<file path="src/rtl/float_adder_pipe.sv">
// Three-stage pipelined floating-point adder/subtractor (align, add, normalise/round)
// for any {sign, exp, mantissa} format; RNE rounding, subnormals, saturating overflow.
module float_adder_pipe #(
    parameter int unsigned EXP_W = 4,
    parameter int unsigned MAN_W = 3
) (
    input  logic                   clock,
    input  logic                   reset,
    input  logic                   in_valid,
    output logic                   in_ready,
    input  logic [EXP_W+MAN_W:0]   a,
    input  logic [EXP_W+MAN_W:0]   b,
    input  logic                   sub,
    output logic                   out_valid,
    input  logic                   out_ready,
    output logic [EXP_W+MAN_W:0]   y
);
    localparam int unsigned W  = 1 + EXP_W + MAN_W;
    localparam int unsigned MB = MAN_W + 1;  // mantissa with hidden bit
    localparam int unsigned AW = MAN_W + 4;  // hidden+fraction+G+R+S
    localparam int unsigned SW = MAN_W + 5;  // AW plus carry
    localparam int unsigned XW = EXP_W + 2;  // exponent headroom for carry and rounding

    logic              w_en;
    logic              w_sa, w_sb, w_a_big;
    logic [EXP_W-1:0]  w_ea, w_eb, w_ea_eff, w_eb_eff, w_big_e, w_small_e, w_diff;
    logic [MB-1:0]     w_ma, w_mb, w_big_m, w_small_m;
    logic [AW-1:0]     w_small_ext, w_shifted, w_small_al;
    logic              w_lost;
    logic [SW-1:0]     w_sum;
    logic [XW-1:0]     w_lzc, w_lim, w_sh, w_nexp, w_rexp;
    logic [AW-1:0]     w_norm;
    logic              w_rnd;
    logic [MB:0]       w_mr;
    logic [MAN_W-1:0]  w_frac;
    logic [W-1:0]      w_y;

    logic              r1_valid, r1_sign, r1_zsign, r1_sub;
    logic [EXP_W-1:0]  r1_exp;
    logic [AW-1:0]     r1_big, r1_small;
    logic              r2_valid, r2_sign, r2_zsign;
    logic [EXP_W-1:0]  r2_exp;
    logic [SW-1:0]     r2_sum;
    logic              r3_valid;
    logic [W-1:0]      r3_y;

    assign w_en      = !r3_valid || out_ready;
    assign in_ready  = w_en;
    assign out_valid = r3_valid;
    assign y         = r3_y;

    // Stage 1: unpack, order by magnitude, align the smaller operand
    assign w_sa      = a[W-1];
    assign w_sb      = b[W-1] ^ sub;
    assign w_ea      = a[W-2:MAN_W];
    assign w_eb      = b[W-2:MAN_W];
    assign w_ma      = {|w_ea, a[MAN_W-1:0]};
    assign w_mb      = {|w_eb, b[MAN_W-1:0]};
    assign w_ea_eff  = (w_ea == '0) ? EXP_W'(1) : w_ea;
    assign w_eb_eff  = (w_eb == '0) ? EXP_W'(1) : w_eb;
    assign w_a_big   = a[W-2:0] >= b[W-2:0];
    assign w_big_e   = w_a_big ? w_ea_eff : w_eb_eff;
    assign w_small_e = w_a_big ? w_eb_eff : w_ea_eff;
    assign w_big_m   = w_a_big ? w_ma : w_mb;
    assign w_small_m = w_a_big ? w_mb : w_ma;
    assign w_diff    = w_big_e - w_small_e;

    // Any bit lost by the right shift shows up as a mismatch when shifted back
    assign w_small_ext = {w_small_m, 3'b000};
    assign w_shifted   = w_small_ext >> w_diff;
    assign w_lost      = (w_shifted << w_diff) != w_small_ext;
    assign w_small_al  = {w_shifted[AW-1:1], w_shifted[0] | w_lost};

    // Stage 2: big >= small, so subtraction never borrows
    assign w_sum = r1_sub ? ({1'b0, r1_big} - {1'b0, r1_small})
                          : ({1'b0, r1_big} + {1'b0, r1_small});

    // Stage 3: normalise, round to nearest even, saturate
    always_comb begin
        w_lzc = XW'(AW);
        for (int i = 0; i < int'(AW); i++) begin
            if (r2_sum[i]) w_lzc = XW'(int'(AW) - 1 - i);
        end
        w_lim = {2'b00, r2_exp} - XW'(1);
        w_sh  = (w_lzc > w_lim) ? w_lim : w_lzc;
        if (r2_sum[SW-1]) begin
            w_norm = {r2_sum[SW-1:2], r2_sum[1] | r2_sum[0]};
            w_nexp = {2'b00, r2_exp} + XW'(1);
        end else begin
            w_norm = r2_sum[AW-1:0] << w_sh;
            w_nexp = w_norm[AW-1] ? ({2'b00, r2_exp} - w_sh) : '0;
        end
        w_rnd = w_norm[2] & (w_norm[1] | w_norm[0] | w_norm[3]);
        w_mr  = {1'b0, w_norm[AW-1:3]} + {{MB{1'b0}}, w_rnd};
        if (w_mr[MB]) begin
            w_rexp = w_nexp + XW'(1);
            w_frac = w_mr[MAN_W:1];
        end else begin
            w_rexp = (w_nexp == '0 && w_mr[MAN_W]) ? XW'(1) : w_nexp;
            w_frac = w_mr[MAN_W-1:0];
        end
        if (r2_sum == '0) begin
            w_y = {r2_zsign, {(W-1){1'b0}}};
        end else if (w_rexp > XW'((1 << EXP_W) - 1)) begin
            w_y = {r2_sign, {(W-1){1'b1}}};
        end else begin
            w_y = {r2_sign, w_rexp[EXP_W-1:0], w_frac};
        end
    end

    always_ff @(posedge clock or posedge reset) begin
        if (reset) begin
            r1_valid <= 1'b0;
            r1_sign  <= 1'b0;
            r1_zsign <= 1'b0;
            r1_sub   <= 1'b0;
            r1_exp   <= '0;
            r1_big   <= '0;
            r1_small <= '0;
            r2_valid <= 1'b0;
            r2_sign  <= 1'b0;
            r2_zsign <= 1'b0;
            r2_exp   <= '0;
            r2_sum   <= '0;
            r3_valid <= 1'b0;
            r3_y     <= '0;
        end else if (w_en) begin
            r1_valid <= in_valid;
            r2_valid <= r1_valid;
            r3_valid <= r2_valid;
            if (in_valid) begin
                r1_sign  <= w_a_big ? w_sa : w_sb;
                r1_zsign <= w_sa & w_sb;
                r1_sub   <= w_sa ^ w_sb;
                r1_exp   <= w_big_e;
                r1_big   <= {w_big_m, 3'b000};
                r1_small <= w_small_al;
            end
            if (r1_valid) begin
                r2_sign  <= r1_sign;
                r2_zsign <= r1_zsign;
                r2_exp   <= r1_exp;
                r2_sum   <= w_sum;
            end
            if (r2_valid) r3_y <= w_y;
        end
    end
endmodule
</file>
<file path="config.mk">
export PLATFORM = sky130hd
export DESIGN_NAME = float_adder_pipe
export DESIGN_NICKNAME = d
export VERILOG_FILES = /design/src/rtl/float_adder_pipe.sv
export SDC_FILE = /design/constraint.sdc
export NUM_CORES = 1
export LEC_CHECK = 0
export CORE_MARGIN = 2
export CORE_UTILIZATION = 55
export DETAILED_ROUTE_END_ITERATION = 7
export PLACE_DENSITY_LB_ADDON = 0.08
export SLEW_MARGIN = 30
export SYNTH_ARGS = -nofsm -noshare
export SYNTH_HDL_FRONTEND = slang
export SYNTH_SLANG_ARGS = --single-unit
</file>
<file path="constraint.sdc">
create_clock -name clock -period 13.54 [get_ports clock]
set_input_delay 2.031 -clock clock [delete_from_list [all_inputs] [get_ports clock]]
set_output_delay 2.031 -clock clock [all_outputs]
set_load 0.1 [all_outputs]
</file>
* Word-level counts from Yosys, hierarchy flattened *
Index checks and enable logic that the tools add are counted.

word-level totals
  bits in registers = 43
  bits in latches = 0
  memory bits (writable) = 0
  bits in read-only memories = 0
  input port bits = 21
  output and inout bits = 10
  logic and storage cells = 73
  memories = 0

operators by class
  $add $sub $neg = 8
  multipliers = 0
  div/mod/pow operators = 0
  $lt $le $gt $ge = 3
  equality and inequality tests = 1
  shift-type cells = 3
  multiplexer cells = 24
  bitwise operators = 8
  reduce and logical (&&, ||, !) cells = 12

operators with widths
  kind                                                           count
  2-to-1 mux 6 bit                                               11
  2-to-1 mux 4 bit                                               6
  2-to-1 mux 8 bit                                               2
  2-to-1 mux 7 bit                                               2
  adder 7 x 7 -> 8 bit                                           1
  logical NOT 4 bit                                              2
  logical NOT 8 bit                                              1
  OR reduction 4 bit                                             2
  subtractor 7 x 7 -> 8 bit                                      1
  >= comparator 7 bit                                            1
  inequality test 7 bit                                          1
  << shifter 7 x 4 -> 7 bit                                      1
  << shifter 7 x 6 -> 7 bit                                      1
  >> shifter 7 x 4 -> 7 bit                                      1
  adder 6 x 1 -> 6 bit, second input constant                    1
  greater-than comparator 6 x 4 -> 1 bit, second input constant  1
  greater-than comparator 6 bit                                  1
  logical NOT 6 bit                                              1
  AND reduction 2 bit                                            3
  subtractor 4 x 6 -> 6 bit                                      1
  adder 4 x 1 -> 5 bit                                           1
  adder 4 x 1 -> 5 bit, second input constant                    1
  subtractor 4 x 1 -> 5 bit, second input constant               1
  OR 1 bit                                                       4
  8 further kinds                                                11

* Logic depth before layout (Yosys ltp) *
Gate-level depths: netlist (run 1).

  depth in word-level cells = 21
  mapped depth = 22
  depth with buffers taken out = 21

* Least setup slack after synthesis (run 1) *
OpenSTA, ideal clock, no wires.

  kind = input-to-reg
  start = input a[0]
  end = register r1_small[0]
  library setup time = 0.153 ns
  arrival time = 5.938 ns
  data required time = 13.387 ns
  path slack = 7.449 ns
  stages on the path = 18
  buffers on the path = 2
  cell sequence = inv_1 -> ha_1 -> nand2b_1 -> a21o_1 -> a21o_1 -> a21oi_1 -> o21ai_1 -> clkbuf_1 -> clkbuf_1 -> mux2i_1 -> ha_1 -> a21o_1 -> a21o_1 -> xnor2_1 -> or3b_2 -> a221oi_1 -> o2111a_1 -> a221oi_1

on the way
  word-level cells in the longest chain between the ends = 7
  elaborated cells between the ends (all ways) = 9
  classes of those cells = 1 x add/sub; 1 x order compare; 1 x eq/ne; 2 x shift; 3 x mux; 1 x bitwise

RTL lines
  element                              line    RTL
  start: declaration                   11      input logic [EXP_W+MAN_W:0] a,
  >= comparator 7 bit                  61      assign w_a_big = a[W-2:0] >= b[W-2:0];
  2-to-1 mux 4 bit (on tied branches)  62, 63
  subtractor 4 bit                     66      assign w_diff = w_big_e - w_small_e;
  >> shifter 7 x 4 -> 7 bit            70      assign w_shifted = w_small_ext >> w_diff;
  << shifter 7 x 4 -> 7 bit            71      assign w_lost = (w_shifted << w_diff) != w_small_ext;
  inequality test 7 bit                71
  OR 1 bit *                           72      assign w_small_al = {w_shifted[AW-1:1], w_shifted[0] | w_lost};
  end signal: assignment               137     r1_small <= w_small_al;
  end: declaration                     40      logic [AW-1:0] r1_big, r1_small;

Every way passes the cells marked *; elsewhere a longest branch is shown, timed or not.
A chain may end at the register's enable or synchronous reset.

* Worst setup path after layout (run 1) *
Ends and elaborated chain as after synthesis.

==> impl_metrics.json, run 1 <==
{
  "cts_buffer_depth": 2,
  "wire_per_inst_um": 15.77,
  "synth_edf_count": 0,
  "port_buffers": 30,
  "nNetsFinal": 565,
  "start_util_pct": 57.04,
  "async_flop_share_pct": 100.0,
  "min_period_ps": 6207,
  "syn-num-nets": 556,
  "synth_flop_cell": "dfrtp_1",
  "num_antenna_cells": 0,
  "post-route-period-util_pct": 45.84,
  "post_cts.repair.setup_buffers": 0,
  "synth_top_family_by_area": "compound AO/OA/AOI/OAI gates",
  "setup_viol": 0,
  "synth_mux_area_share_pct": 9.898,
  "synth_top_area_share_pct": 25.87,
  "rsz0062_at_grt": "false",
  "status": "finished clean",
  "finalHoldViolCount": 0,
  "worst_setup_path_end_kind": "flop",
  "syn_inst": 502,
  "arrival_ps": 6400,
  "grt_pass1_wl_um": 16720,
  "antenna_left": 0,
  "cts_resized": 0,
  "die_height_um": 90.96,
  "htreeDepth": 2,
  "finalSetupTns_ps": 0,
  "startpoint_type": "input pin",
  "synth-simple-area-share_pct": 17.93,
  "path_class": "input pin to flop",
  "cts_sinks": 43,
  "synth_most_common_cell": "nand2_1",
  "dieArea_sq_um": 8274,
  "worstPathRequired_ps": 13740,
  "postSynthAreaPerCell_sq_um": 8.285,
  "die-width_um": 90.96,
  "synth_area_leaders": "dfrtp_1 26%, ha_1 9.0%, nand2_1 5.7%, mux2i_1 5.3%, o21ai_0 4.5%",
  "drtPass1Iterations": 4,
  "slew_headroom_pct": 34.53,
  "synth_area_leader_cell": "dfrtp_1",
  "cts_made_buffers": 5,
  "overflow": 0,
  "viasPerCell": 6.013,
  "area_delta_synth_final_pct": 10.80,
  "max_freq_ghz": 0.1611,
  "synth-seq-area-share_pct": 25.87,
  "nFillCells": 668,
  "dpl.hpwl_um": 7398,
  "syn-cell-area_sq_um": 4159,
  "cts.clk_slew.worst_paths_ps": 80,
  "antenna_found_initial": 0,
  "core-area_sq_um": 7292,
  "pin_count": 31,
  "grt_pass1_vias": 3526,
  "wirelength_um": 9633,
  "grt_max_degree": 44,
  "vias": 3674,
  "ys_ff_latch": 43,
  "place_congestion": 0.8903,
  "synthXorXnorAreaFrac_pct": 3.159,
  "drive_gt1_share_pct": 9.570,
  "synth_compound_area_share_pct": 26.29,
  "cts_hold_buf": 0,
  "yosys-top-cells-count": "63 x nand2_1, 43 x dfrtp_1, 40 x inv_1, 37 x o21ai_0, 36 x nor2_1",
  "clock_latency_ps": 300,
  "finish.utilization_pct": 63.19,
  "ys_types": 76,
  "drc": 0,
  "tightest_slew_ps": 978.9,
  "hp-class": "flop to flop",
  "worstPathMaxFanout": 26,
  "synthAdderAreaFrac_pct": 10.47,
  "rows": 31,
  "cts_tree": "built",
  "grt_use_total_pct": 24.25,
  "cts_root_buf": "clkbuf_8",
  "finalClockSkew_ps": 10.16,
  "cap_viol_max_count": 0,
  "drv_slew": 0,
  "drtIter0Drc": 174,
  "ys_warn_count": 0
}
## final cells by class
type	count	area, sq um	share of cell area (%)
timing repair buffer	31	307.8	6.679
tap	99	123.9	2.688
clock buffer	6	82.58	1.792
multi-input combinational	389	2829	61.39
sequential	43	1076	23.35
clock inverter	2	35.03	0.7602
inverter	41	153.9	3.340
## routing by layer
metal  wire length (um)  up-vias  share of wire [%]  track usage (%)
met5                  0        -                  0                0
met4                168        0                1.7            8.586
met3                375       15                3.9            3.237
met2               4884       85                 51            42.22
met1               4204     1742                 44            30.83
li1                   -     1832                  -                -
## worst paths after layout
kind                                        from                       to  slack, ps  cells after the start
max                                         a[0]  r1_small[0]$_DFFE_PP0P_       7330                     20
min                        r1_exp[1]$_DFFE_PP0P_    r1_exp[1]$_DFFE_PP0P_        480                      2
max reg2reg                r2_exp[0]$_DFFE_PP0P_         y[1]$_DFFE_PP0P_       7560                     19
min reg2reg                r1_exp[1]$_DFFE_PP0P_    r1_exp[1]$_DFFE_PP0P_        480                      2
max in group asynchronous                  reset  r1_small[2]$_DFFE_PP0P_      11000                      3
min in group asynchronous                  reset         y[7]$_DFFE_PP0P_       2160                      3
## cells in the final DEF (no fill, tap or decap), types with 3 or more instances in the layout
cell type,n
nand2_1,63
dfrtp_1,43
inv_1,40
o21ai_0,37
nor2_1,36
ha_1,30
clkdlybuf4s50_1,30
a21oi_1,29
mux2i_1,22
mux2_2,15
nand3_1,13
xnor2_1,9
o31ai_1,8
a31oi_1,7
nand2b_1,6
a21o_1,6
xor2_1,6
o22ai_1,6
o221a_1,6
clkbuf_8,6
and2_1,5
o211ai_1,5
nor2b_1,4
and3_1,4
nor4_1,3
o21a_1,3
a221oi_1,3
a311oi_1,3
nand4_1,3
fa_1,3
## kinds of logic (layout without fill, tap and decap cells)
| group | count (synthesis) | count (layout) |
|---|---|---|
| buffers and inverters | 70 | 80 |
| AO/OA/AOI/OAI | 149 | 149 |
| multiplexers | 38 | 38 |
| AND/OR/NAND/NOR | 154 | 154 |
| adder cells (fa/ha/maj) | 33 | 33 |
| flip-flops | 43 | 43 |
| XOR/XNOR | 15 | 15 |
## worst max-delay path, cell delays in order
cell and delay (ps):
clkdlybuf4s50_1 490, inv_1 70, ha_1 270, nand2b_1 100, a21o_1 110, a21o_1 100, a21oi_1 90, o21ai_4 600
mux2_2 300, ha_1 140, inv_1 60, fa_1 410, xor2_1 410, nand2_1 140, o21ai_0 240, mux2_2 220
nand2_1 50, o31a_1 120, o2111a_1 240, a221oi_1 210
## through the flow
step / cell area, sq um / instances / hold slack, ps / worst slack [ps]
final: 4608 / 611 / 485.0 / 7333
after global routing: 4608 / 611 / 520.9 / 6970
after CTS: 4608 / 611 / 485.7 / 7353
after detailed placement: 4491 / 603 / 468.8 / 7042
after global placement: 4483 / 603 / 461.9 / 6916
after floorplan: 4159 / 502 / 441.9 / 7449
## sequential cells by signal, indices dropped and copies added (netlist names)
| signal | flops |
|---|---|
| r1_small | 7 |
| r2_zsign | 1 |
| r2_exp | 4 |
| r2_sign | 1 |
| y | 8 |
| out_valid | 1 |
| r1_zsign | 1 |
| r1_sign | 1 |
| r1_exp | 4 |
| r2_valid | 1 |
| r1_sub | 1 |
| r1_valid | 1 |
| r1_big | 4 |
| r2_sum | 8 |
Power of run 1 is not shown: default switching activity piles up to over one toggle a cycle in this logic, so the estimate is an artifact.
==> run 2: changes to the inputs <==
Clock period 13.54 ns to 6 ns, I/O delays scaled along.
==> run 2 against run 1 <==
Net effect: final area stayed put; non-clock buffer count grew 4; worst hold slack improved by 4.3 ps; routed wire length increased by 1.8%; global-route usage increased by 0.70 points; sequential cell count unchanged; critical endpoint is now y[0]$_DFFE_PP0P_; register-to-register slack lost 7100 ps; worst setup slack got worse by 6900 ps; highest routed layer unchanged.
==> impl_metrics.json, run 2 (synthesis results as in run 1) <==
{
  "status": "finished clean",
  "cts_made_buffers": 5,
  "cts_buffer_depth": 2,
  "grt_max_degree": 44,
  "slew_headroom_pct": 34.30,
  "die_height_um": 90.96,
  "worstPathRequired_ps": 6180,
  "wl_met2_um": 5016,
  "cts_tree": "built",
  "max_freq_ghz": 0.1800,
  "dpl.hpwl_um": 7677,
  "final_area_sq_um": 4608,
  "hp-class": "flop to flop",
  "top_layer": "met4",
  "finalSetupTns_ps": 0,
  "port_buffers": 30,
  "vias": 3730,
  "tightest_slew_ps": 982.5,
  "antenna_left": 0,
  "wirelength_um": 9809,
  "overflow": 0,
  "pin_count": 31,
  "worst_setup_path_end_kind": "flop",
  "place_congestion": 0.9236,
  "die-width_um": 90.96,
  "layout_commonest_cell": "nand2_1",
  "cts_sinks": 43,
  "setup_viol": 0,
  "startpoint_type": "flop",
  "min_period_ps": 5557,
  "dr_wl_met3_um": 248,
  "cts.clk_slew.worst_paths_ps": 80,
  "grt_use_total_pct": 24.95,
  "post-route-period-util_pct": 92.62,
  "grt_pass1_vias": 3757,
  "drv_slew": 0,
  "rows": 31,
  "dieArea_sq_um": 8274,
  "cts_hold_buf": 0,
  "htreeDepth": 2,
  "antenna_found_initial": 0,
  "whs_ps": 489.3,
  "finalHoldViolCount": 0,
  "start_util_pct": 57.04,
  "viasPerCell": 6.075,
  "cap_viol_max_count": 0,
  "num_antenna_cells": 0,
  "finalClockSkew_ps": 6.533,
  "grt_pass1_wl_um": 17340,
  "drt-met1-wl_um": 4340,
  "drc": 0,
  "dpl_cell_area_sq_um": 4513,
  "drive_gt1_share_pct": 10.29,
  "clock_latency_ps": 290,
  "rsz0062_at_grt": "false",
  "core-area_sq_um": 7292,
  "area_delta_synth_final_pct": 10.80,
  "drtPass1Iterations": 4,
  "drtIter0Drc": 135,
  "nNetsFinal": 569,
  "final_cell_mix": "63 x nand2_1, 43 x dfrtp_1, 40 x inv_1",
  "arrival_ps": 5740,
  "cts_root_buf": "clkbuf_8",
  "wire_per_inst_um": 15.98,
  "path_class": "flop to flop",
  "worstPathMaxFanout": 10
}
run 2: what timing repair did:
| action | CTS | global route |
|---|---|---|
| endpoints found under the setup margin | 0 | 6 |
| buffers inserted | 0 | 0 |
| resized for setup | 0 | 1 |
| endpoints found under the hold margin | 0 | 0 |
run 2: metrics by stage:
stage               cells  setup slack [ps]  util [%]
floorplan             502              1040         -
finish                614             443.1     63.19
global placement      607             503.8     61.89
detailed placement    607             435.0     61.89
CTS                   614             398.8     63.09
global route          614             113.8     63.19
run 2: area by class of cell:
type / count / area, sq um
clock buffer: 6 / 82.58
clock inverter: 1 / 5.005
fill: 715 / 2684
inverter: 41 / 153.9
multi-input combinational: 389 / 2829
sequential: 43 / 1076
tap: 99 / 123.9
timing repair buffer: 35 / 337.8
run 2: final timing paths:
path                            slack [ps]  cells after the start                   from                     to
worst max-delay path                   440                     19  r2_exp[0]$_DFFE_PP0P_       y[0]$_DFFE_PP0P_
worst min-delay path                   490                      2  r1_exp[0]$_DFFE_PP0P_  r1_exp[0]$_DFFE_PP0P_
worst max register to register         440                     19  r2_exp[0]$_DFFE_PP0P_       y[0]$_DFFE_PP0P_
worst min register to register         490                      2  r1_exp[0]$_DFFE_PP0P_  r1_exp[0]$_DFFE_PP0P_
max in group asynchronous             4600                      3                  reset  r2_sum[6]$_DFFE_PP0P_
min in group asynchronous             1040                      3                  reset  out_valid$_DFFE_PP0N_
run 2: worst max-delay path, stage by stage, from the launching register on:
cell,delay (ps)
dfrtp_1,390
inv_1,250
ha_1,450
xor2_2,300
inv_1,170
ha_1,340
nand3_1,100
o21a_1,280
nand3_2,300
mux2_2,360
inv_1,50
ha_1,200
fa_1,510
o41ai_1,400
a21oi_1,110
o211ai_1,240
o2111ai_2,240
nor4_2,330
a31oi_2,130
o221a_1,270
run 2: metal layers:
layer / up-vias / GRT usage (%)
met5: - / 0
met4: 0 / 7.071
met3: 16 / 2.407
met2: 61 / 45.00
met1: 1809 / 31.68
li1: 1844 / -
Power of run 2 is left out for the same reason.
